==> src/rtl/axi_fifo_pkg.sv <==
// Shared defaults, count-width helper and parameter sanity check for the single-clock AXI-stream FIFO.
// No timing of its own; no backpressure.
package axi_fifo_pkg;

  localparam int FIFO_WIDTH_DEF = 57;
  localparam int FIFO_DEPTH_DEF = 8;

  // Occupancy must reach DEPTH inclusive, hence the extra bit.
  function automatic int cnt_width(input int depth);
    return $clog2(depth) + 1;
  endfunction

  function automatic bit fifo_cfg_ok(input int depth, input int thresh);
    return (depth >= 2) && ((depth & (depth - 1)) == 0) &&
           (thresh >= 1) && (thresh <= depth);
  endfunction

endpackage

==> src/rtl/axi_fifo_sync_mem.sv <==
// WIDTH x DEPTH flop storage: one synchronous write port, one asynchronous read port.
// Write lands on the clock edge and the read port reflects it the next cycle; no backpressure.
module axi_fifo_sync_mem #(
  parameter int WIDTH = 57,
  parameter int DEPTH = 8
) (
  input  logic                     clk_i,
  input  logic                     we_i,
  input  logic [$clog2(DEPTH)-1:0] waddr_i,
  input  logic [WIDTH-1:0]         wdata_i,
  input  logic [$clog2(DEPTH)-1:0] raddr_i,
  output logic [WIDTH-1:0]         rdata_o
);

  logic [WIDTH-1:0] mem [DEPTH];

  always_ff @(posedge clk_i) begin
    if (we_i) begin
      mem[waddr_i] <= wdata_i;
    end
  end

  assign rdata_o = mem[raddr_i];

endmodule

==> src/rtl/axi_fifo_sync.sv <==
// Single-clock FWFT AXI-stream FIFO; push-to-valid 1 cycle, registered wr_ready_o, flush wins over push/pop.
// Optional sticky overflow flag under AXI_FIFO_OVF_EN; otherwise ovf_o is tied low.
module axi_fifo_sync
  import axi_fifo_pkg::*;
#(
  parameter int WIDTH        = FIFO_WIDTH_DEF,
  parameter int DEPTH        = FIFO_DEPTH_DEF,
  parameter int AFULL_THRESH = DEPTH - 2
) (
  input  logic                        clk_i,
  input  logic                        rst_i,
  input  logic                        flush_i,
  input  logic                        wr_valid_i,
  input  logic [WIDTH-1:0]            wr_wdata_i,
  output logic                        wr_ready_o,
  output logic                        rd_valid_o,
  output logic [WIDTH-1:0]            rd_rdata_o,
  input  logic                        rd_ready_i,
  output logic [cnt_width(DEPTH)-1:0] count_o,
  output logic                        almost_full_o,
  output logic                        ovf_o
);

  localparam int AW = $clog2(DEPTH);
  localparam int CW = cnt_width(DEPTH);
  localparam logic [CW-1:0] DEPTH_C = CW'(DEPTH);
  localparam logic [CW-1:0] AFULL_C = CW'(AFULL_THRESH);

  if (!fifo_cfg_ok(DEPTH, AFULL_THRESH)) begin : g_cfg_err
    $error("axi_fifo_sync: DEPTH must be a power of two >= 2 and AFULL_THRESH in 1..DEPTH");
  end

  logic [AW-1:0] wr_ptr_q;
  logic [AW-1:0] rd_ptr_q;
  logic [CW-1:0] cnt_q;
  logic [CW-1:0] cnt_nxt;
  logic          wr_ready_q;
  logic          push;
  logic          pop;

  assign rd_valid_o    = (cnt_q != '0);
  assign wr_ready_o    = wr_ready_q;
  assign count_o       = cnt_q;
  assign almost_full_o = (cnt_q >= AFULL_C);

  assign push = wr_valid_i && wr_ready_q;
  assign pop  = rd_valid_o && rd_ready_i;

  always_comb begin
    cnt_nxt = cnt_q;
    if (flush_i) begin
      cnt_nxt = '0;
    end else if (push && !pop) begin
      cnt_nxt = cnt_q + 1'b1;
    end else if (pop && !push) begin
      cnt_nxt = cnt_q - 1'b1;
    end
  end

  // Ready comes from next_count so a pop on a full cycle only frees the slot one cycle later.
  always_ff @(posedge clk_i or posedge rst_i) begin
    if (rst_i) begin
      wr_ptr_q   <= '0;
      rd_ptr_q   <= '0;
      cnt_q      <= '0;
      wr_ready_q <= 1'b0;
    end else begin
      cnt_q      <= cnt_nxt;
      wr_ready_q <= (cnt_nxt != DEPTH_C);
      if (flush_i) begin
        wr_ptr_q <= '0;
        rd_ptr_q <= '0;
      end else begin
        if (push) wr_ptr_q <= wr_ptr_q + 1'b1;
        if (pop)  rd_ptr_q <= rd_ptr_q + 1'b1;
      end
    end
  end

  axi_fifo_sync_mem #(
    .WIDTH (WIDTH),
    .DEPTH (DEPTH)
  ) u_mem (
    .clk_i   (clk_i),
    .we_i    (push && !flush_i),
    .waddr_i (wr_ptr_q),
    .wdata_i (wr_wdata_i),
    .raddr_i (rd_ptr_q),
    .rdata_o (rd_rdata_o)
  );

`ifdef AXI_FIFO_OVF_EN
  logic ovf_q;
  logic ovf_evt;

  assign ovf_evt = wr_valid_i && !wr_ready_q && !flush_i;
  assign ovf_o   = ovf_q;

  always_ff @(posedge clk_i or posedge rst_i) begin
    if (rst_i) begin
      ovf_q <= 1'b0;
    end else if (flush_i) begin
      ovf_q <= 1'b0;
    end else if (ovf_evt) begin
      ovf_q <= 1'b1;
    end
  end

`ifndef SYNTHESIS
  always @(posedge clk_i) begin
    if (!rst_i && ovf_evt && !ovf_q) begin
      $display("axi_fifo_sync: write overflow at time %0t", $time);
    end
  end
`endif
`else
  assign ovf_o = 1'b0;
`endif

endmodule

==> config.mk <==
export PLATFORM = sky130hd
export DESIGN_NAME = axi_fifo_sync
export DESIGN_NICKNAME = d
export VERILOG_FILES = /design/src/rtl/axi_fifo_pkg.sv /design/src/rtl/axi_fifo_sync_mem.sv /design/src/rtl/axi_fifo_sync.sv
export SDC_FILE = /design/constraint.sdc
export NUM_CORES = 1
export LEC_CHECK = 0
export CAP_MARGIN = 15
export CORE_MARGIN = 4
export CORE_UTILIZATION = 51
export DETAILED_ROUTE_END_ITERATION = 16
export MAX_ROUTING_LAYER = met4
export PLACE_DENSITY = 0.71
export SLEW_MARGIN = 20
export SYNTH_ARGS = -nofsm -noshare
export SYNTH_HDL_FRONTEND = slang
export SYNTH_SLANG_ARGS = --single-unit
==> constraint.sdc <==
create_clock -name clk_i -period 6 [get_ports clk_i]
set_input_delay 1.5 -clock clk_i [delete_from_list [all_inputs] [get_ports clk_i]]
set_output_delay 1.5 -clock clk_i [all_outputs]
set_load 0.005 [all_outputs]
* Word-level counts from Yosys, hierarchy flattened
Memories as Yosys holds them, arrays and structs flattened.
Cells that the tools add are included.
** Cells by class
- $add $sub $neg :: 4
- Order comparisons :: 1
- Eq/ne operators :: 1
- Multiplexer cells :: 9
- Reductions and logical operators :: 11
** Operators by type and width (number)
- $mux 3 :: 4
- $mux 4 :: 3
- $add 3x1->3 const B :: 2
- $logic_and 1x1->1 :: 5
- $add 4x1->4 const B :: 1
- $ge 4x3->1 const B :: 1
- $ne 4x4->1 const B :: 1
- $reduce_bool 2->1 :: 2
- $reduce_bool 4->1 :: 1
- $sub 4x1->4 const B :: 1
- $logic_not 1->1 :: 3
- $mux 1 :: 2
** Word-level totals
- Register bits :: 11
- RAM bits :: 456
- Bits of input ports :: 62
- Output and inout bits :: 65
- Logic and storage cells :: 31
- Memories kept :: 1
** Memories
- u_mem.mem :: depth 8, width 57, rd ports 1, clocked after memory_dff 0, wr ports 1, RTL line axi_fifo_sync_mem.sv:15 : logic [WIDTH-1:0] mem [DEPTH];

* Longest topological paths before layout
Gate-level depths: netlist of run 1.
- Word-level depth :: 7
- Mapped depth :: 9
- Depth with buffers taken out :: 7

* Cells and area by module
From an unflattened synthesis of run 1, not the netlist that was laid out.
** Unflattened totals
- Cell total of the unflattened synthesis :: 744
- Area total of the unflattened synthesis :: 17834.6 sq um
** Modules (own cells, without submodules)
- axi_fifo_sync_mem :: instances 1, cells an instance 672, area an instance 17147.7 sq um, sequential area each 13693.1 sq um
- axi_fifo_sync :: instances 1, cells an instance 72, area an instance 686.9 sq um, sequential area each 275.3 sq um

* Least setup slack after synthesis of run 1
Ideal clock, no wire load.
- Kind :: input to register
- From :: in wr_valid_i
- To :: mem u_mem.mem[0][0], enable pin
- Setup time :: 0.542 ns
- Data arrival time :: 5.879 ns
- Required time :: 5.458 ns
- Setup slack :: -0.421 ns
- Stages on the path :: 3
- Buffers on the path :: 0
- Cell sequence :: nand2_1 -> or3_1 -> nor3_1
** On the way
- Word-level cells in the longest chain between the ends :: 4
** Ends and longest elaborated chain
- start, declared :: RTL line axi_fifo_sync.sv:13 : input logic wr_valid_i,
- $logic_and 1x1->1 :: RTL line axi_fifo_sync.sv:46 : assign push = wr_valid_i && wr_ready_q;
- $logic_and 1x1->1 :: RTL line axi_fifo_sync.sv:85 : .we_i (push && !flush_i),
- $mux 1 :: RTL line axi_fifo_sync_mem.sv:18 : if (we_i) begin
- $mux 1 (implied by the code) :: RTL line axi_fifo_sync_mem.sv:19 : mem[waddr_i] <= wdata_i;
- end, declared :: RTL line axi_fifo_sync_mem.sv:15
No other way between the ends.

* Worst setup path after layout of run 1
- From :: reg rd_ptr_q[0]
- To :: out rd_rdata_o[10]
** On the way
- Word-level cells in the longest chain between the ends :: 1
** Ends and longest elaborated chain
- start, declared :: RTL line axi_fifo_sync.sv:34 : logic [AW-1:0] rd_ptr_q;
- start signal, assigned :: RTL line axi_fifo_sync.sv:75 : if (pop) rd_ptr_q <= rd_ptr_q + 1'b1;
- $mem_v2 8x57
- end, declared :: RTL line axi_fifo_sync.sv:17 : output logic [WIDTH-1:0] rd_rdata_o,
No other way between the ends.

==> results.py, run 1 <==
metrics = {
    "power_and_ir_drop": {
        "vdd_drop_max_mv": 0.2674,
        "leakagePower_uw": 0.006462,
        "power_density_nw_per_um2": 374.2,
    },
    "critical_path": {
        "regToRegSetupSlack_ps": 3440,
        "path_delay_family": "flip-flops",
        "worstPathRequired_ps": 4500,
        "worstSetupStartpointType": "flip-flop",
        "cp_data_arrival_time_ps": 3280,
        "critical_path.cell_chain": "buf_4 -> mux4_2 -> mux2_2 -> clkdlybuf4s50_1",
        "r2r-start": "wr_ready_o",
        "worstSetupPathType": "reg2out",
        "cpPeakStageDelay_ps": 970,
        "reg2reg_depth": 4,
        "cp-end-kind": "output port",
        "path_max_fanout": 40,
        "rr_endpoint": "u_mem.mem[2][25]",
        "path_buf_inv": 2,
        "critPathSlowestCell": "dfrtp_4",
    },
    "placed_design": {
        "port_buffers": 125,
        "hpwlAfterDp_um": 17920,
        "place_inst": 1306,
        "gp_congestion": 0.7168,
        "dpl_cell_area_um2": 19680,
    },
    "timing": {
        "max_slew_margin_pct": 32.61,
        "worstMarginPinSlew_ps": 1011,
        "rsz0062_at_grt": "false",
        "fmax_mhz": 209.3,
        "fin_worst_skew_ps": 10.79,
        "period_needed_ps": 4778,
        "hold_violations": 0,
        "setup_tns_ps": 0,
        "drv_slew": 0,
        "setup_violations": 0,
        "post-route-period-util_pct": 79.63,
    },
    "drt": {
        "ant_nets": 0,
        "wl_um": 33430,
        "first_pass_iters": 4,
        "avgRoutedWirePerCell_um": 24.09,
        "vias": 7950,
        "avgViaCountPerCell": 5.728,
        "drt_iter0_drc": 557,
        "drcViolationCount": 0,
    },
    "global_route": {
        "antenna_found_initial": 3,
        "track_usage_pct": 18.39,
        "grt_pass1_vias": 8497,
        "overflow": 0,
        "grt_first_pass_wirelength_um": 51890,
        "grt_max_degree": 58,
    },
    "clock_tree": {
        "htreeDepth": 2,
        "clockBufferDepth": 3,
        "hold_buffers": 0,
        "numCtsBuffers": 46,
        "tritoncts": "built",
        "ctsResizeCount": 0,
        "clkLatencyLatePin_ps": 530,
        "cts_sinks": 467,
        "cts_setup_buffers": 0,
        "cts-root-buf": "clkbuf_16",
        "clkTransAtPathRegs_ps": 60,
    },
    "logic_synthesis": {
        "seq_area_frac_synth_pct": 78.60,
        "yosysTopAreaCell": "edfxtp_1",
        "synthDistinctLibCells": 36,
        "synthTopCellsByArea": "edfxtp_1, mux4_2, mux2_2",
        "ys_seq_elements": 467,
        "synth_ff_type": "edfxtp_1",
        "async_flop_share_pct": 2.355,
        "syn_area_um2": 17770,
        "yosys_warnings": 0,
        "synth_common_cells": "edfxtp_1, mux4_2, mux2_2, clkbuf_1, nand2_1",
        "synth_top_area_share_pct": 77.05,
        "synth_edf_count": 456,
        "yosysMostFrequentCell": "edfxtp_1",
        "syn_nets": 812,
        "synth_area_per_cell_um2": 23.85,
        "syn_inst": 745,
    },
    "die": {
        "num_io_pins": 127,
        "die-height_um": 194.7,
        "die_area_um2": 37890,
        "rows": 68,
        "die_w_um": 194.7,
        "start_util_pct": 51.57,
        "core_area_um2": 34460,
    },
    "hold_path": {
        "hold_path_end": "wr_ptr_q[0]",
        "hp-start": "wr_ptr_q[0]",
        "whs_path_depth": 2,
        "hold_path_class": "reg2reg",
    },
    "cells_and_area": {
        "n_fill_cell": 2349,
        "fin_cells": 1388,
        "drive_above_1_share_pct": 27.45,
        "nets": 966,
        "synthToLayoutAreaGrowth_pct": 18.27,
        "postLayoutCellArea_um2": 21020,
    },
    "job": {
        "maxCapViolations": 0,
    },
    "run_status": {
        "run_status": "finished, final reports clean",
    },
}
[flip-flops by register name (all words and copies together) (netlist names)]
signal,flops
u_mem.mem,456
count_o,4
rd_ptr_q,3
wr_ptr_q,3
wr_ready_o,1
[per-stage QoR]
stage	setup slack [ps]	utilization, %	power [uW]	hold WS, ps
2_1_floorplan	1108	-	4781	550.4
3_3_place_gp	1648	57.10	5394	576.3
3_5_place_dp	1646	57.10	5407	596.2
4_1_cts	1113	60.97	7969	612.4
5_1_grt	975.6	60.99	8220	646.8
6_report	1222	60.99	7864	604.4
[worst register-to-register path, stage by stage, from the launching register on]
cell and delay [ps]:
dfrtp_1 350, nand2_1 170, or3_1 530, nor2_4 290, buf_4 770
[per-layer routing]
layer | track usage (%) | vias to the layer above | part of all wire (%)
li1 | - | 3465 | -
met1 | 26.09 | 4231 | 44
met2 | 28.38 | 203 | 49
met3 | 3.709 | 51 | 5.6
met4 | 4.036 | 0 | 1.9
met5 | - | - | 0
[how the worst max path moves through the flow]
stage	from	endpoint	slack, ps	cells after the start
floorplan	wr_valid_i	u_mem.mem[4][0]	1110	3
global placement	flush_i	u_mem.mem[6][21]	1650	4
detailed placement	flush_i	u_mem.mem[6][21]	1650	4
CTS	rd_ptr_q[0]	rd_rdata_o[10]	1110	4
global route	rd_ptr_q[0]	rd_rdata_o[10]	980	4
finish	rd_ptr_q[0]	rd_rdata_o[10]	1220	4
[layout by cell type (no fill, tap or decap), types with 2 or more instances in the layout]
| cell | instances |
|---|---|
| buf_12 | 3 |
| mux4_2 | 114 |
| nor2_1 | 6 |
| edfxtp_1 | 456 |
| clkdlybuf4s50_1 | 125 |
| mux2_2 | 57 |
| clkinv_1 | 10 |
| nor3_4 | 2 |
| nor2_4 | 6 |
| nand2b_1 | 3 |
| xor2_1 | 3 |
| dfrtp_1 | 8 |
| clkinv_2 | 4 |
| buf_4 | 15 |
| clkbuf_1 | 14 |
| nor2b_1 | 3 |
| nand2_1 | 14 |
| clkbuf_16 | 47 |
| diode_2 | 4 |
| inv_1 | 3 |
| dfrtp_4 | 2 |
| ha_1 | 5 |
| nand3_1 | 2 |
| a21oi_1 | 2 |
| xnor2_1 | 5 |
[power by group]
| group | internal (uW) | switching (uW) |
|---|---|---|
| combinational | 955 | 553 |
| clock | 1470 | 1090 |
| sequential | 3660 | 135 |
| total | 6080 | 1780 |
[logic make-up after synthesis]
| kind of cell | Yosys count | share of synthesized area, % |
|---|---|---|
| DFF | 467 | 78.60 |
| muxes | 171 | 18.06 |
| and+or+nand+nor | 42 | 1.113 |
| buffers and inverters | 40 | 0.9928 |
| AOI/OAI and AO/OA | 11 | 0.4647 |
| xor gates and xnor gates | 8 | 0.3943 |
| adders and majority gates | 5 | 0.3520 |
| other | 1 | 0.02110 |
[final cells by class]
type | count | area [um^2] | area share [%]
inverter | 3 | 11.26 | 0.05358
antenna | 4 | 10.01 | 0.04762
clock inverter | 17 | 103.9 | 0.4941
tap | 455 | 569.3 | 2.709
timing repair buffer | 143 | 1424 | 6.775
clock buffer | 61 | 1229 | 5.846
sequential | 467 | 13980 | 66.50
multi-input combinational | 238 | 3694 | 17.57
No activity file was read; power rests on OpenSTA's default activity.
==> inputs of run 2 (changes only) <==
==> constraint.sdc (replaced) <==
create_clock -name clk_i -period 4.4 [get_ports clk_i]
set_input_delay 1.1 -clock clk_i [delete_from_list [all_inputs] [get_ports clk_i]]
set_output_delay 1.1 -clock clk_i [all_outputs]
set_load 0.005 [all_outputs]
==> run 2 against run 1 <==
  * Via count barely moved
  * Critical path depth did not move
  * Largest cell class unchanged
  * Global-route usage rose by 0.37 points
  * Non-clock buffer count rose by 6
  * Hold slack got worse by 0.80 ps
  * Largest power group unchanged
  * First-iteration DRC count fell by 16%
  * Worst setup slack got worse by 950 ps
  * Utilization rose by 1.7 points
  * Clock power rose by 66%
==> results.py, run 2 (synthesized netlist as in run 1, its figures left out) <==
metrics = {
    "die": {
        "num_io_pins": 127,
        "die_area_um2": 37890,
        "core_area_um2": 34460,
        "die_w_um": 194.7,
        "rows": 68,
        "start_util_pct": 51.57,
        "die-height_um": 194.7,
    },
    "hold_path": {
        "hold_path_class": "reg2reg",
    },
    "drt": {
        "wl_um": 34150,
        "drcViolationCount": 0,
        "ant_nets": 0,
        "avgViaCountPerCell": 5.684,
        "first_pass_iters": 4,
        "vias": 7946,
        "drt_iter0_drc": 469,
        "avgRoutedWirePerCell_um": 24.42,
    },
    "clock_tree": {
        "htreeDepth": 2,
        "clkLatencyLatePin_ps": 550,
        "cts-root-buf": "clkbuf_16",
        "hold_buffers": 0,
        "ctsResizeCount": 0,
        "tritoncts": "built",
        "numCtsBuffers": 46,
        "clkTransAtPathRegs_ps": 60,
        "cts_setup_buffers": 0,
        "clockBufferDepth": 3,
        "cts_sinks": 467,
    },
    "cells_and_area": {
        "n_antenna_cell": 0,
        "final_cell_mix": "edfxtp_1, clkdlybuf4s50_1, mux4_2",
        "synthToLayoutAreaGrowth_pct": 21.59,
        "seq_area_um2": 13980,
        "n_fill_cell": 2341,
        "nets": 972,
        "multi_input_area_um2": 3694,
        "largest_register": "u_mem.mem",
        "drive_above_1_share_pct": 29.48,
        "final_common_cell": "edfxtp_1",
        "largest_reg_flops": 456,
    },
    "placed_design": {
        "gp_congestion": 0.7495,
        "port_buffers": 125,
        "hpwlAfterDp_um": 18670,
    },
    "timing": {
        "post-route-period-util_pct": 93.82,
        "rsz0062_at_grt": "false",
        "worstMarginPinSlew_ps": 622.5,
        "drv_slew": 0,
        "fmax_mhz": 242.2,
        "max_slew_margin_pct": 58.36,
        "hold_violations": 0,
        "period_needed_ps": 4128,
        "whs_ps": 603.6,
        "fin_worst_skew_ps": 12.64,
        "setup_violations": 0,
    },
    "critical_path": {
        "worstSetupStartpointType": "flip-flop",
        "worstSetupPathType": "reg2out",
        "path_max_fanout": 22,
        "cp-end-kind": "output port",
        "cp_data_arrival_time_ps": 3030,
        "worstPathRequired_ps": 3300,
    },
    "power_and_ir_drop": {
        "power_density_nw_per_um2": 533.1,
        "p_total_uw": 11520,
        "leakagePower_uw": 0.006718,
        "vdd_drop_max_mv": 0.3919,
    },
    "global_route": {
        "antenna_found_initial": 0,
        "track_usage_pct": 18.76,
        "grt_pass1_vias": 8546,
        "grt_max_degree": 59,
        "overflow": 0,
        "grt_first_pass_wirelength_um": 52750,
    },
    "run_status": {
        "run_status": "finished, final reports clean",
    },
    "job": {
        "maxCapViolations": 0,
    },
}
run 2: changes by cell type in the layout (fill, tap and decap cells not counted):
cell       change
buf_12        +17
buf_4         -11
bufinv_16     +10
clkbuf_1       -9
clkbuf_16      +2
clkinv_2       +5
diode_2        -4
run 2: final cells by class:
class | count | area share (%)
Clock buffer | 54 | 5.762
Clock inverter | 32 | 1.986
Inverter | 3 | 0.05212
Multi-Input combinational cell | 238 | 17.09
Sequential cell | 467 | 64.69
Tap cell | 455 | 2.635
Timing Repair Buffer | 149 | 7.783
run 2: worst paths after layout:
kind                             startpoint             to  slack, ps  cells after the start
worst max-delay path            rd_ptr_q[0]  rd_rdata_o[0]        270                      4
max in group asynchronous             rst_i    rd_ptr_q[0]       3220                      2
min in group asynchronous             rst_i     count_o[3]        860                      2
worst max register to register   count_o[0]     wr_ready_o       2010                      7
worst min register to register  wr_ptr_q[0]    wr_ptr_q[0]        600                      2
worst min-delay path            wr_ptr_q[0]    wr_ptr_q[0]        600                      2
run 2: power by group:
group / switching (uW) / total [uW] / internal, uW
sequential: 121 / 5110 / 4990
combinational: 827 / 2170 / 1340
clock: 1570 / 4240 / 2670
run 2: layer usage:
| layer | wire length, um | up-vias | part of all wire, % | GRT usage, % |
|---|---|---|---|---|
| met1 | 14540 | 4252 | 43 | 25.64 |
| li1 | - | 3479 | - | - |
| met3 | 1878 | 46 | 5.5 | 3.900 |
| met2 | 17140 | 169 | 50 | 30.02 |
| met4 | 586 | 0 | 1.7 | 3.880 |
| met5 | 0 | - | 0 | - |
run 2: through the flow:
stage                     util (%)  cells  worst slack (ps)  instance area, um^2  setup TNS, ps
after floorplan                  -    745            -89.31                17780         -10180
final                        62.71   1398             271.8                21610              0
after CTS                    62.71   1398             176.7                21610              0
after global routing         62.71   1398             85.57                21610              0
after detailed placement     57.85   1312             772.4                19930              0
after global placement       57.85   1312             814.4                19930              0
run 2: worst max-delay path, stage by stage (launching register included):
cell and delay, ps:
dfrtp_4 720, buf_4 400, mux4_2 550, mux2_2 280, clkdlybuf4s50_1 520
